`config.mk`:
```
export PLATFORM = sky130hd
export DESIGN_NAME = alu_result_buffer
export DESIGN_NICKNAME = d
export VERILOG_FILES = /design/src/rtl/alu_pkg.sv /design/src/rtl/alu_flag_gen.sv /design/src/rtl/alu_result_buffer.sv
export SDC_FILE = /design/constraint.sdc
export NUM_CORES = 1
export LEC_CHECK = 0
export CORE_ASPECT_RATIO = 0.6
export CORE_MARGIN = 2
export CORE_UTILIZATION = 40
export DETAILED_ROUTE_END_ITERATION = 16
export HOLD_SLACK_MARGIN = 0.1
export PLACE_DENSITY = 0.65
export SETUP_SLACK_MARGIN = 0.05
export SKIP_LAST_GASP = 1
export SYNTH_ARGS = -nofsm -noshare
export SYNTH_HDL_FRONTEND = slang
export SYNTH_HIERARCHICAL = 1
export SYNTH_SLANG_ARGS = --single-unit
```
`constraint.sdc`:
```
create_clock -name clk -period 4.8 [get_ports clk]
set_input_delay 0.96 -clock clk [delete_from_list [all_inputs] [get_ports clk]]
set_output_delay 0.96 -clock clk [all_outputs]
set_load 0.005 [all_outputs]
```
`src/rtl/alu_pkg.sv`:
```
// rtl/alu_pkg.sv - shared ALU flag layout and default datapath width
package alu_pkg;

  localparam int ALU_W  = 16;
  localparam int FLAG_W = 4;

  // Flag bit positions within a {Z,N,C,V} nibble
  localparam int FLAG_Z = 3;
  localparam int FLAG_N = 2;
  localparam int FLAG_C = 1;
  localparam int FLAG_V = 0;

endpackage

```
`src/rtl/alu_flag_gen.sv`:
```
// rtl/alu_flag_gen.sv - derives {Z,N,C,V} from an ALU result word
module alu_flag_gen
  import alu_pkg::*;
#(
  parameter int WIDTH = ALU_W
) (
  input  logic [WIDTH-1:0]  data,
  input  logic              carry,
  input  logic              ovf,
  output logic [FLAG_W-1:0] flags
);

  always_comb begin
    flags         = '0;
    flags[FLAG_Z] = ~|data;
    flags[FLAG_N] = data[WIDTH-1];
    flags[FLAG_C] = carry;
    flags[FLAG_V] = ovf;
  end

endmodule

```
`src/rtl/alu_result_buffer.sv`:
```
// rtl/alu_result_buffer.sv - FIFO holding ALU results with captured flags
module alu_result_buffer
  import alu_pkg::*;
#(
  parameter int WIDTH = ALU_W,
  parameter int DEPTH = 4
) (
  input  logic                     clk,
  input  logic                     rst_n,
  input  logic                     in_valid,
  output logic                     in_ready,
  input  logic [WIDTH-1:0]         in_data,
  input  logic                     in_carry,
  input  logic                     in_ovf,
  input  logic                     flush,
  output logic                     out_valid,
  input  logic                     out_ready,
  output logic [WIDTH-1:0]         out_data,
  output logic [FLAG_W-1:0]        out_flags,
  output logic [$clog2(DEPTH):0]   count
);

  localparam int AW = $clog2(DEPTH);
  localparam int CW = AW + 1;
  localparam int EW = WIDTH + FLAG_W;
  localparam logic [CW-1:0] FULL = CW'(DEPTH);

  logic [EW-1:0]     mem [DEPTH];
  logic [AW-1:0]     wr_ptr;
  logic [AW-1:0]     rd_ptr;
  logic [CW-1:0]     count_q;
  logic [FLAG_W-1:0] cap_flags;
  logic [EW-1:0]     head;
  logic              wr_en;
  logic              rd_en;

  alu_flag_gen #(.WIDTH(WIDTH)) u_flag_gen (
    .data  (in_data),
    .carry (in_carry),
    .ovf   (in_ovf),
    .flags (cap_flags)
  );

  assign in_ready  = (count_q != FULL);
  assign out_valid = (count_q != '0);
  assign wr_en     = in_valid && in_ready;
  assign rd_en     = out_valid && out_ready;

  // Pointers are exactly AW bits wide, so DEPTH being a power of two makes them wrap on their own
  always_ff @(posedge clk or negedge rst_n) begin
    if (!rst_n) begin
      wr_ptr  <= '0;
      rd_ptr  <= '0;
      count_q <= '0;
    end else if (flush) begin
      wr_ptr  <= '0;
      rd_ptr  <= '0;
      count_q <= '0;
    end else begin
      if (wr_en) wr_ptr <= wr_ptr + 1'b1;
      if (rd_en) rd_ptr <= rd_ptr + 1'b1;
      case ({wr_en, rd_en})
        2'b10:   count_q <= count_q + 1'b1;
        2'b01:   count_q <= count_q - 1'b1;
        default: count_q <= count_q;
      endcase
    end
  end

  always_ff @(posedge clk) begin
    if (wr_en && !flush) mem[wr_ptr] <= {in_data, cap_flags};
  end

  // Storage is never reset, so mask the head whenever nothing valid is held
  assign head      = mem[rd_ptr];
  assign out_data  = out_valid ? head[EW-1:FLAG_W] : '0;
  assign out_flags = out_valid ? head[FLAG_W-1:0]  : '0;
  assign count     = count_q;

endmodule

```
==> Word-level counts from Yosys, hierarchy flattened <==
Memory sizes are Yosys's and may differ from the RTL's.
Index checks and enable logic that the tools add are counted.
{ "word_totals": {"ff_bits": 7, "mem_bits_rw": 80, "in_bits": 23, "out_inout_bits": 25, "word_cells": 31, "mem_count": 1} }
{ "mem_list": {"columns": ["name", "depth", "width", "read_ports", "rd_ports_with_merged_regs", "write_ports", "line_no", "text"], "rows": [
  ["mem", 4, 20, 1, 0, 1, "alu_result_buffer.sv:28", "logic [EW-1:0] mem [DEPTH];"]
]} }
{ "classes": {"add_sub_neg": 4, "eq_ne": 3, "muxes": 10, "n_reduce_logical": 10} }
{ "op_table": {"columns": ["cell", "count"], "rows": [
  ["2-to-1 mux 16 bit", 1],
  ["OR reduction 16 bit", 1],
  ["2-to-1 mux 2 bit", 4],
  ["one-hot mux 3 bit (2 select lines)", 1],
  ["nonzero test 3 bit", 2],
  ["adder 2 x 1 -> 2 bit (second input constant)", 2],
  ["2-to-1 mux 4 bit", 1],
  ["nonzero test 2 bit", 2],
  ["adder 3 x 1 -> 3 bit (second input constant)", 1],
  ["logical AND 1 bit", 3],
  ["2-to-1 mux 3 bit", 1],
  ["inequality test 3 bit (second input constant)", 1],
  ["subtractor 3 x 1 -> 3 bit (second input constant)", 1],
  ["== test 2 x 1 -> 1 bit (second input constant)", 1],
  ["== test 2 bit (second input constant)", 1],
  ["logical NOT 1 bit", 2],
  ["2-to-1 mux 1 bit", 2]
]} }

==> Depth between registers and ports, before layout <==
Gate-level depths: netlist of the first run.
{ "logic_depth": {"word_depth": 5, "ltp_mapped": 8, "depth_no_buf": 8} }

==> Modules after synthesis <==
Netlist of the first run, hierarchy kept.
{ "by_module_without_submodules": {"columns": ["module", "instances", "cells_per_inst", "area_each_um2", "seq_area_each_um2"], "rows": [
  ["alu_result_buffer", 1, 189, 3613.5, 2577.5],
  ["alu_flag_gen", 1, 8, 56.3, 0.0]
]} }

==> Worst setup path after synthesis of the first run <==
No wires, ideal clock.
{ "synth_timing": {"kind": "input -> register", "from": "input port in_valid", "to": "memory mem[0][0] (netlist bit) (enable)", "setup_ns": 0.378, "arrival_ns": 1.903, "setup_slack_ns": 2.519, "path_stages": 4, "path_cell_list": "buf_2 > nand2_2 > nor2_1 > and2_1"} }
{ "synth_between": {"elab_chain_cells": 4} }
{ "synth_rtl": {"columns": ["item", "line_no", "text"], "rows": [
  ["start: declaration", "alu_result_buffer.sv:10", "input logic in_valid,"],
  ["logical AND 1 bit", "alu_result_buffer.sv:46", "assign wr_en = in_valid && in_ready;"],
  ["logical AND 1 bit", "alu_result_buffer.sv:71", "if (wr_en && !flush) mem[wr_ptr] <= {in_data, cap_flags};"],
  ["2-to-1 mux 1 bit", "alu_result_buffer.sv:71", null],
  ["2-to-1 mux 1 bit (implied by the code)", "alu_result_buffer.sv:71", null],
  ["end: declaration", "alu_result_buffer.sv:28", null]
]} }
Every way passes these cells.

==> Final worst setup path of the first run <==
{ "layout_timing": {"from": "register rd_ptr[1]", "to": "output port out_data[9]"} }
{ "layout_between": {"elab_chain_cells": 2} }
{ "layout_rtl": {"columns": ["item", "line_no", "text"], "rows": [
  ["start: declaration", "alu_result_buffer.sv:30", "logic [AW-1:0] rd_ptr;"],
  ["start signal: assignment", "alu_result_buffer.sv:61", "if (rd_en) rd_ptr <= rd_ptr + 1'b1;"],
  ["memory read (4 x 20 bit)", null, null],
  ["2-to-1 mux 16 bit", "alu_result_buffer.sv:76", "assign out_data = out_valid ? head[EW-1:FLAG_W] : '0;"],
  ["end: declaration", "alu_result_buffer.sv:18", "output logic [WIDTH-1:0] out_data,"]
]} }
Every way passes these cells.

==> results of run 1 <==
[synth_stat cells, types with 2 or more instances]
master	n
edfxtp_1	80
and2_1	24
mux4_1	16
nor2_1	8
dfrtp_1	7
nand2_1	5
a21oi_1	4
buf_4	4
clkbuf_1	4
ha_1	4
mux4_2	4
nand3_1	4
nor4_1	4
buf_2	2
buf_6	2
inv_1	2
nor3_1	2
o21ai_0	2
or3_1	2
xnor2_1	2
xor2_1	2
[worst register-to-register path, stage by stage (launching register included)]
cell     delay, ps
dfrtp_1        490
or3_1          720
nand2_1        250
a21oi_1         70
fa_1           540
o311a_1        170
a21oi_1         60
nor3_1         190
[cell type report]
| class | instances | share of cell area [%] |
|---|---|---|
| Clock buffer | 9 | 4.91 |
| Clock inverter | 7 | 2.95 |
| Inverter | 2 | 0.164 |
| Multi-Input combinational cell | 96 | 22.0 |
| Sequential cell | 87 | 56.2 |
| Tap cell | 116 | 3.17 |
| Timing Repair Buffer | 49 | 10.6 |
[placed cells by master (no fill, tap or decap), drive strengths merged]
| master | count |
|---|---|
| nand2 | 6 |
| nand3 | 4 |
| or3b | 1 |
| o311a | 1 |
| inv | 2 |
| and4 | 1 |
| nor2b | 1 |
| fa | 1 |
| clkinvlp | 1 |
| dfrtp | 7 |
| o21ai | 2 |
| or2 | 1 |
| a21oi | 4 |
| clkbuf | 9 |
| clkdlybuf4s50 | 47 |
| a21o | 1 |
| nand4b | 1 |
| a211oi | 1 |
| nor2 | 8 |
| a31oi | 1 |
| and2 | 24 |
| or2b | 1 |
| bufinv | 4 |
| o221ai | 1 |
| ha | 4 |
| nor4 | 4 |
| or3 | 2 |
| xor2 | 2 |
| xnor2 | 2 |
| edfxtp | 80 |
| buf | 2 |
| mux4 | 20 |
| clkinv | 2 |
| nor3 | 2 |
[cell families after synthesis]
kind of cell | count (synthesis) | share of synthesized area [%]
buffers and inverters | 14 | 2.32
XOR/XNOR | 4 | 0.955
AND/OR/NAND/NOR | 56 | 8.76
adder cells (fa/ha/maj) | 5 | 1.91
flip-flops | 87 | 70.2
AO/OA/AOI/OAI | 11 | 1.91
multiplexers | 20 | 13.9
[power breakdown]
part	internal (W)	total, W	leakage (nW)	switching (W)
Clock	0.000557	0.000824	0.171	0.000267
Sequential	0.000861	0.000880	0.817	0.0000187
Combinational	0.000175	0.000302	0.548	0.000127
[metal layers]
metal  wire [µm]  share of wire [%]  vias up  global-route usage (%)
met1        3330                 51      926                    20.3
met5           0                  0        -                       0
met3         402                6.1        5                    7.02
met2        2800                 43       41                    21.0
met4          27               0.41        0                    4.40
li1            -                  -      879                       -
[sequential cells by signal, summed over array words and instances, names as in the netlist]
signal  count
wr_ptr      2
count       3
rd_ptr      2
mem        80
[worst max path at each step]
stage          startpoint  cells past startpoint           end  slack [ps]
2_1_floorplan    in_valid                      4     mem[0][0]        2520
3_3_place_gp     in_valid                      4    mem[1][12]        1570
3_5_place_dp     in_valid                      4    mem[1][12]        1480
4_1_cts         rd_ptr[1]                      3  out_data[12]        1420
5_1_grt         rd_ptr[1]                      3  out_data[12]        1330
6_report        rd_ptr[1]                      3   out_data[9]        1490
[stage by stage]
| step | setup WS [ps] | instance area (µm²) | power, W | utilization (%) |
|---|---|---|---|---|
| CTS | 1420 | 4580 | 0.00203 | 50.6 |
| global placement | 1570 | 4220 | 0.00120 | 46.6 |
| global route | 1330 | 4580 | 0.00209 | 50.6 |
| finish | 1490 | 4580 | 0.00201 | 50.6 |
| floorplan | 2520 | 3670 | 0.00106 | - |
| detailed placement | 1480 | 4220 | 0.00120 | 46.6 |
==> qor.yml, run 1 <==
status: "finished clean"
cts_tree: "done"
final-hold-violation-count: 0
dp.cells: 350
grt_setup_unrepaired: "no"
hold_start: "wr_ptr[1]"
timing.rr.start: "count[0]"
cts_setup_buffers: 0
post_cts_resized: 0
fill_cells: 741
crit_fanout: 21
avgSynthCellArea_um2: 18.6
clock_path_buffers: 2
max_freq_mhz: 302
cp_slowest_cell: "dfrtp_1"
fin_skew_ps: 4.15
setup_viol: 0
grt_use_total_pct: 14.8
post_synth_num_cell_types: 34
syn_area_um2: 3670
grt_pass1_wl_mm: 10.5
drt-initial-drc-count: 121
p_per_area_nw_per_um2: 438
coreArea_um2: 9050
grt_max_degree: 24
reg2regPathDepth: 7
dp_hpwl_mm: 4.10
rrSetupSlack_ps: 2210
synth_nets: 225
crit_required_ps: 3840
area_growth_pct: 24.9
ir_worst_vdd_uv: 222
drive_above_1_share_pct: 9.20
fin_nets: 273
p_leak_nw: 1.54
hold_buffers: 0
async_reset_ff_share_pct: 8.05
insertion_delay_ps: 340
final_cells: 366
hold_depth: 2
synth_top_area_share_pct: 65.5
drc: 0
drv_slew: 0
grt_pass1_vias: 1908
seq_area_um2: 2580
vias: 1851
initial_core_util_pct: 40.5
start_kind: "flop"
drt-total-wl_mm: 6.55
clock-sinks: 87
ys.flop_type: "edfxtp_1"
arrival_ps: 2350
io_pins: 48
finalSetupTns_ps: 0
r2r-end: "count[1]"
io_buffer_count: 47
numCtsBuffers: 9
synth-seq-cells: 87
wl_per_cell_um: 17.9
timing.hold.ws_ps: 589
synth-edff-count: 80
antenna_found_initial: 0
drt_pre_antenna_iters: 4
gr-total-overflow: 0
htree_levels: 3
ys_seq_area_share_pct: 70.2
antenna_left: 0
path_class: "flop to output port"
cp_num_buf_inv: 1
drv_cap: 0
die_y_um: 78.2
endpoint_kind: "output port"
cp_slowest_stage_delay_ps: 950
cts-root-buf: "clkbuf_16"
fp.dieArea_um2: 9980
holdPathEnd: "wr_ptr[1]"
synth_area_leader_cell: "edfxtp_1"
synthCells: 197
antenna_cells: 0
period_needed_ps: 3310
gp_congestion: 0.785
hp-class: "flop to flop"
fp-row-count: 27
synthTopCellsByArea: "edfxtp_1, mux4_1, dfrtp_1"
die_x_um: 128
multiInputGateArea_um2: 1010
tightest_slew_ps: 1080
path_clk_slew_ps: 60
crit_family: "flip-flops"
ys_warn_count: 6
fin_crit_sh_pct: 68.9
via_per_inst: 5.06
crit_chain: "mux4_1 -> and2_1 -> clkdlybuf4s50_1"
relSlewSlack_pct: 28.2
Note: power is estimated with default switching activity, not from simulation.
==> run 2, diff against run 1 <==
==> constraint.sdc (replaced) <==
create_clock -name clk -period 3.35 [get_ports clk]
set_input_delay 0.67 -clock clk [delete_from_list [all_inputs] [get_ports clk]]
set_output_delay 0.67 -clock clk [all_outputs]
set_load 0.005 [all_outputs]
==> run 2 against run 1 <==
  * Clock skew is 0.62 ps higher
  * Clock power is 14% higher
  * Setup slack worse by 1100 ps
  * Cell area down 0.74%
  * Critical path type unchanged
  * Sequential share of layout area grew 0.42 points
==> qor.yml, run 2 (synthesis results as in run 1) <==
status: "finished clean"
hold_depth: 2  # unchanged
dp.cells: 356  # +1.7%
fin_crit_sh_pct: 88.2
seqPwrFrac_pct: 47.6  # +3.7 points
layout_common_cells: "edfxtp_1, clkdlybuf4s50_1, and2_1, mux4_1, clkbuf_16"
ir_worst_vdd_uv: 267  # +20%
fill_cells: 766  # +3.4%
grt_max_degree: 24  # unchanged
cp_slowest_stage_delay_ps: 710  # -240 ps
hold_buffers: 0  # unchanged
seq_area_um2: 2580  # unchanged
hp-class: "flop to flop"
regMostFlops: "mem"
dp_hpwl_mm: 4.13  # +0.76%
drv_slew: 0  # unchanged
mostFrequentLayoutCell: "edfxtp_1"
post_dp_cell_area_um2: 4270  # +1.1%
timing.hold.ws_ps: 596  # +6.48 ps
setup_viol: 0  # unchanged
antenna_found_initial: 0  # unchanged
path_clk_slew_ps: 60  # about the same
reg2regPathDepth: 7  # unchanged
period_needed_ps: 2960
finalPower_w: 0.00264  # +32%
antenna_left: 0  # unchanged
fin_nets: 279  # +2.2%
numCtsBuffers: 9  # unchanged
crit_chain: "or3_1 -> and2_1 -> clkdlybuf4s50_1"
max_freq_mhz: 338
net-switching-power_w: 0.000580  # +41%
endpoint_kind: "output port"
p_leak_nw: 1.54  # about the same
drive_above_1_share_pct: 10.9  # +1.7 points
cts-root-buf: "clkbuf_16"
die_x_um: 128  # unchanged
relSlewSlack_pct: 52.2  # +24 points
drv_cap: 0  # unchanged
fp-row-count: 27  # unchanged
antenna_cells: 0  # unchanged
via_per_inst: 5.16  # +2.0%
gr-total-overflow: 0  # unchanged
p_sw_share_pct: 22.0  # +1.4 points
io_buffer_count: 47  # unchanged
drc: 0  # unchanged
grt_pass1_vias: 1809  # -5.2%
crit_fanout: 23  # +9.5%
insertion_delay_ps: 340  # about the same
die_y_um: 78.2  # unchanged
clock_path_buffers: 2  # unchanged
finalSetupTns_ps: 0  # unchanged
drt-initial-drc-count: 161  # +33%
post_cts_resized: 0  # unchanged
p_per_area_nw_per_um2: 580  # +33%
final-hold-violation-count: 0  # unchanged
path_class: "flop to output port"
p_int_w: 0.00206  # +29%
cts_tree: "done"
start_kind: "flop"
grt_use_total_pct: 14.6  # -0.21 points
wl_per_cell_um: 17.8  # -0.43%
coreArea_um2: 9050  # unchanged
drt-total-wl_mm: 6.63  # +1.2%
htree_levels: 3  # unchanged
cp_slowest_cell: "or3_1"
tightest_slew_ps: 717  # -361 ps
fp.dieArea_um2: 9980  # unchanged
grt_pass1_wl_mm: 10.3  # -2.4%
cts_setup_buffers: 0  # unchanged
initial_core_util_pct: 40.5  # unchanged
final_cells: 372  # +1.6%
multiInputGateArea_um2: 1010  # unchanged
arrival_ps: 2290  # -60 ps
largest_reg_flops: 80  # unchanged
grt_setup_unrepaired: "no"
crit_required_ps: 2680  # -1160 ps
gp_congestion: 0.754  # -4.0%
pwr-share-clk_pct: 35.7  # -5.4 points
io_pins: 48  # unchanged
area_growth_pct: 24.0
drt_pre_antenna_iters: 4  # unchanged
pwr-share-comb_pct: 16.7  # +1.7 points
stdcell_area_um2: 4550  # -0.74%
fin_skew_ps: 4.76  # +0.618 ps
vias: 1919  # +3.7%
clock-sinks: 87  # unchanged
[run 2: cell types whose count changed in the layout (fill, tap and decap cells not counted), sizes merged]
cell / before / now
clkinvlp: 1 / 0
bufinv: 4 / 1
buf: 2 / 8
clkinv: 2 / 4
clkbuf: 9 / 11
[run 2: per-stage QoR]
step / setup WS (ps) / utilization [%]
floorplan: 1360 / -
global placement: 716 / 47.1
detailed placement: 732 / 47.1
CTS: 345 / 50.2
global route: 185 / 50.2
finish: 394 / 50.2
[run 2: critical path, delay by kind of cell (launching register included)]
| kind | cells | cell delay, ps |
|---|---|---|
| AND/OR/NAND/NOR | 2 | 1000 |
| flip-flops | 1 | 490 |
| buffers and inverters | 1 | 450 |
[run 2: final cells by class]
class	count	share of cell area (%)
Clock buffer	11	5.12
Clock inverter	5	1.07
Inverter	2	0.165
Multi-Input combinational cell	96	22.1
Sequential cell	87	56.7
Tap cell	116	3.19
Timing Repair Buffer	55	11.7
[run 2: layer usage]
metal	global-route usage [%]	wire, µm	vias to the layer above	share of wire, %
met3	6.68	431	10	6.5
met4	5.05	86	0	1.3
met5	0	0	-	0
met1	20.8	3230	972	49
li1	-	-	893	-
met2	19.6	2890	44	44
[run 2: power groups by stage]
stage                     clock (W)  combinational, W  sequential, W
after floorplan                   0          0.000236        0.00128
after global placement            0          0.000445        0.00128
after detailed placement          0          0.000446        0.00128
after CTS                  0.000964          0.000449        0.00126
after global routing        0.00101          0.000484        0.00126
final                      0.000942          0.000440        0.00126
[run 2: final timing paths]
kind	end	slack [ps]	startpoint
max	out_data[2]	390	count[0]
min	wr_ptr[1]	600	wr_ptr[1]
max reg2reg	count[1]	840	count[0]
min reg2reg	wr_ptr[1]	600	wr_ptr[1]
max in group asynchronous	wr_ptr[0]	2440	rst_n
min in group asynchronous	rd_ptr[1]	620	rst_n
==> edit 1 (settings of run 2) <==
`DEPTH`: 4 -> 8.
--- a/src/rtl/alu_result_buffer.sv
+++ b/src/rtl/alu_result_buffer.sv
@@ -5,3 +5,3 @@
   parameter int WIDTH = ALU_W,
-  parameter int DEPTH = 4
+  parameter int DEPTH = 8
 ) (
Ports: changed (resized count); port bits go from 48 to 49. No check against the original RTL was run, so the function may have changed too.
==> edit 1 against run 2 <==
- combinational power rose to 4.1 times the old value
- global-route usage up 0.83 points
- total power up 140%
- via count up 70%
- sequential cell count up 83
- non-clock buffer count up 10
- clock power up 100%
- critical path depth up 2
- routed wire length up 92%
- design area up 81%
- synthesized area up 85%
- core utilization down 0.17 points
- setup slack worse by 0.14 ns
- critical path type unchanged
- largest cell class unchanged
==> edit 1: results (changes against run 2) <==
- Peak VDD IR: 314.0 µV (+18%)
- CP max FO: 42 (+83%)
- DP Worst Slack: 0.5390 ns (-0.1926 ns)
- WL met3: 1072 µm (+150%)
- Met1 WL: 5750 µm (+78%)
- Num CTS Buffers: 17 (+8)
- Clock Skew: 0.006990 ns (+0.002226 ns)
- Synth top area cells: edfxtp_1, mux4_2, dfrtp_1
- Metal2 WL: 5806 µm (+100%)
- Post-synth EDFFs: 160 (+100%)
- H-tree depth: 4 (+1)
- Met2 global-route usage: 23.26% (+3.7 points)
- Met3 usage: 3.598% (-3.1 points)
- Post-synth ARST share: 5.882% (-2.2 points)
- DR vias/cell: 5.101 (-1.1%)
- Layout net count: 427 (+53%)
- Total length of routed wires: 12740 µm (+92%)
- Leakage dissipation: 2.642 nW (+72%)
- WL/cell: 19.88 µm (+12%)
- HPWL after detailed placement: 7772 µm (+88%)
- Critical path arrival: 2.42 ns (+0.13 ns)
- First DRT Iteration DRCs: 278 (+73%)
- Share of layout cells above drive strength 1: 25.42% (+14 points)
- Max FFs per register: 160 (+100%)
- Status: complete, no violations
edit 1: path summary, 6_finish.rpt:
check                                     to      start  cells past startpoint  slack (ns)
worst min-delay path                count[3]      rst_n                      1        0.57
worst max register to register      count[3]   count[1]                      7        1.03
worst min register to register     wr_ptr[0]  wr_ptr[0]                      2        0.61
min in group clk                   wr_ptr[0]  wr_ptr[0]                      2        0.61
max in group asynchronous          rd_ptr[0]      rst_n                      1        2.43
worst max-delay path            out_flags[2]  rd_ptr[0]                      5        0.26
edit 1: power by group:
part	total, mW	internal [mW]	switching (mW)
clock network	1.92	1.06	0.861
logic	1.81	1.01	0.801
registers	2.51	2.42	0.0857
edit 1: critical path: stages, from the launching register on:
cell,delay [ns]
dfrtp_2,0.37
buf_12,0.32
mux4_2,0.55
mux2i_1,0.23
nor2_1,0.07
clkdlybuf4s50_1,0.44
edit 1: cell type report:
type | instances | area, µm²
flip-flops and latches | 170 | 5056
clock buffers | 17 | 425.4
clock inverters | 15 | 156.4
well taps | 228 | 285.3
repair buffers | 65 | 633.1
inverters | 1 | 3.754
fillers | 1326 | 8208
multi-input cells | 145 | 1673
edit 1: cell families (layout without fill, tap and decap cells):
| logic type | count (synthesis) | after routing | share of synthesized area, % |
|---|---|---|---|
| multiplexers | 65 | 65 | 17.04 |
| buffers and inverters | 20 | 98 | 1.345 |
| AND/OR/NAND/NOR | 61 | 61 | 4.182 |
| flip-flops | 170 | 170 | 74.43 |
| AO/OA/AOI/OAI | 8 | 8 | 1.363 |
| XOR/XNOR | 7 | 7 | 0.9027 |
| adder cells (fa/ha/maj) | 4 | 4 | 0.7369 |
==> edit 2 (config.mk and constraints of run 2) <==
Made on the original files. Register the output `out_flags`; this adds one clock of latency there. The other outputs are not delayed to match.
--- a/src/rtl/alu_result_buffer.sv
+++ b/src/rtl/alu_result_buffer.sv
@@ -76,3 +76,5 @@
   assign out_data  = out_valid ? head[EW-1:FLAG_W] : '0;
-  assign out_flags = out_valid ? head[FLAG_W-1:0]  : '0;
+  always_ff @(posedge clk) begin
+    out_flags <= out_valid ? head[FLAG_W-1:0]  : '0;
+  end
   assign count     = count_q;
Behaviour: not the same (Yosys sat finds a counterexample within 4 cycles, from zero or initial values and one cycle with rst_n low).
==> edit 2 against run 2 <==
- via count is 0.73% higher
- setup slack worse by 0.084 ns
- critical endpoint is now out_data[12]
- synthesized area is 2.2% higher
- clock skew is 0.0026 ns higher
- die area is 2.1% higher
- largest power group unchanged
- largest cell class unchanged
- total power is 3.7% higher
- routed wire length is 7.1% higher
- design area is 2.9% higher
- fmax is 2.8% lower
- highest routed layer unchanged
- core utilization is 0.89 points higher
- sequential cell count is 4 higher
==> edit 2: results (changes against run 2) <==
- Switching Share: 22.48% (+0.48 points)
- DR vias/cell: 4.956 (-3.9%)
- Clock Skew: 0.007366 ns (+0.002602 ns)
- Inst Count DP: 375 (+5.3%)
- Synth unique cells: 35 (+2.9%)
- Placer congestion estimate: 0.7572 (+0.41%)
- Synth top area cells: edfxtp_1, mux4_1, dfrtp_1
- Cells after Synth: 201 (+2.0%)
- Post-synthesis sequential area ratio: 70.87% (+0.64 points)
- Slew @ Worst Pin: 0.7829 ns (+0.06635 ns)
- Status: complete, no violations
- CP max stage delay: 0.68 ns (-0.03 ns)
- Share of layout cells above drive strength 1: 11.15% (+0.22 points)
- H-tree depth: 3 (unchanged)
- Peak VDD IR: 265.5 µV (-0.52%)
- Diodes inserted: 0 (unchanged)
- Vias in the first global route: 1949 (+7.7%)
- Clock slew at reported path FFs: 0.06 ns (about the same)
- First DRT Iteration DRCs: 139 (-14%)
- DP Worst Slack: 0.6596 ns (-0.07201 ns)
- Leakage dissipation: 1.577 nW (+2.6%)
- Net Count, Synth: 229 (+1.8%)
- Final non-filler cell total: 390 (+4.8%)
- Total length of routed wires: 7104 µm (+7.1%)
- Layout net count: 284 (+1.8%)
- Post-synth ARST share: 7.692% (-0.35 points)
- First-pass GRT wire length: 11220 µm (+9.1%)
- Initial antenna violation count: 0 (unchanged)
- Critical path arrival: 2.37 ns (+0.08 ns)
- Fill cell count: 763 (-0.39%)
- Hold crit path type: input port to asynchronous set/reset pin
- HPWL after detailed placement: 4522 µm (+9.5%)
edit 2: logic make-up (layout without fill, tap and decap cells):
| kind of cell | after synthesis | after routing | share of synthesized area, % |
|---|---|---|---|
| and+or+nand+nor | 56 | 56 | 8.576 |
| muxes | 20 | 20 | 13.61 |
| AOI/OAI and AO/OA | 11 | 11 | 1.869 |
| xor gates and xnor gates | 4 | 4 | 0.9344 |
| adders and majority gates | 5 | 5 | 1.869 |
| buffers and inverters | 14 | 73 | 2.269 |
| DFF | 91 | 91 | 70.87 |
edit 2: final cells by class:
cell class | count | share of cell area (%)
inverters | 2 | 0.1603
flip-flops and latches | 91 | 56.76
clock inverters | 5 | 1.176
repair buffers | 56 | 12.03
clock buffers | 10 | 4.890
well taps | 130 | 3.474
multi-input cells | 96 | 21.51
edit 2: power by group through the flow:
stage / Sequential [mW] / Clock (mW) / Combinational (mW)
finish: 1.32 / 0.964 / 0.454
global placement: 1.34 / 0 / 0.453
CTS: 1.32 / 0.989 / 0.463
floorplan: 1.34 / 0 / 0.234
global route: 1.32 / 1.04 / 0.498
detailed placement: 1.34 / 0 / 0.458
edit 2: critical path, delay by kind of cell (launching register included):
kind / cells / cell delay, ns
AND/OR/NAND/NOR: 2 / 0.97
buffers and inverters: 1 / 0.52
flip-flops: 1 / 0.53
edit 2: path summary, 6_finish.rpt:
kind                            from           end  slack, ns  cells past startpoint
max                         count[0]  out_data[12]       0.31                      3
min                            rst_n      count[1]       0.59                      1
max reg2reg                 count[0]      count[1]       0.78                      7
min reg2reg                wr_ptr[1]     wr_ptr[1]       0.62                      2
max in group asynchronous      rst_n     rd_ptr[1]       2.51                      1
min in group clk           wr_ptr[1]     wr_ptr[1]       0.62                      2
edit 2: through the flow:
stage	power [mW]	instance area, µm²	hold slack [ns]
floorplan	1.573	3750	0.3744
global placement	1.791	4398	0.5697
detailed placement	1.799	4398	0.5778
CTS	2.770	4682	0.5934
global route	2.859	4682	0.6074
finish	2.736	4682	0.5909
edit 2: layer usage:
metal	track usage (%)	wire, µm	up-vias
met5	0	0	-
met4	3.261	49	0
met3	7.615	362	8
met2	22.75	3207	45
met1	21.51	3485	979
li1	-	-	901
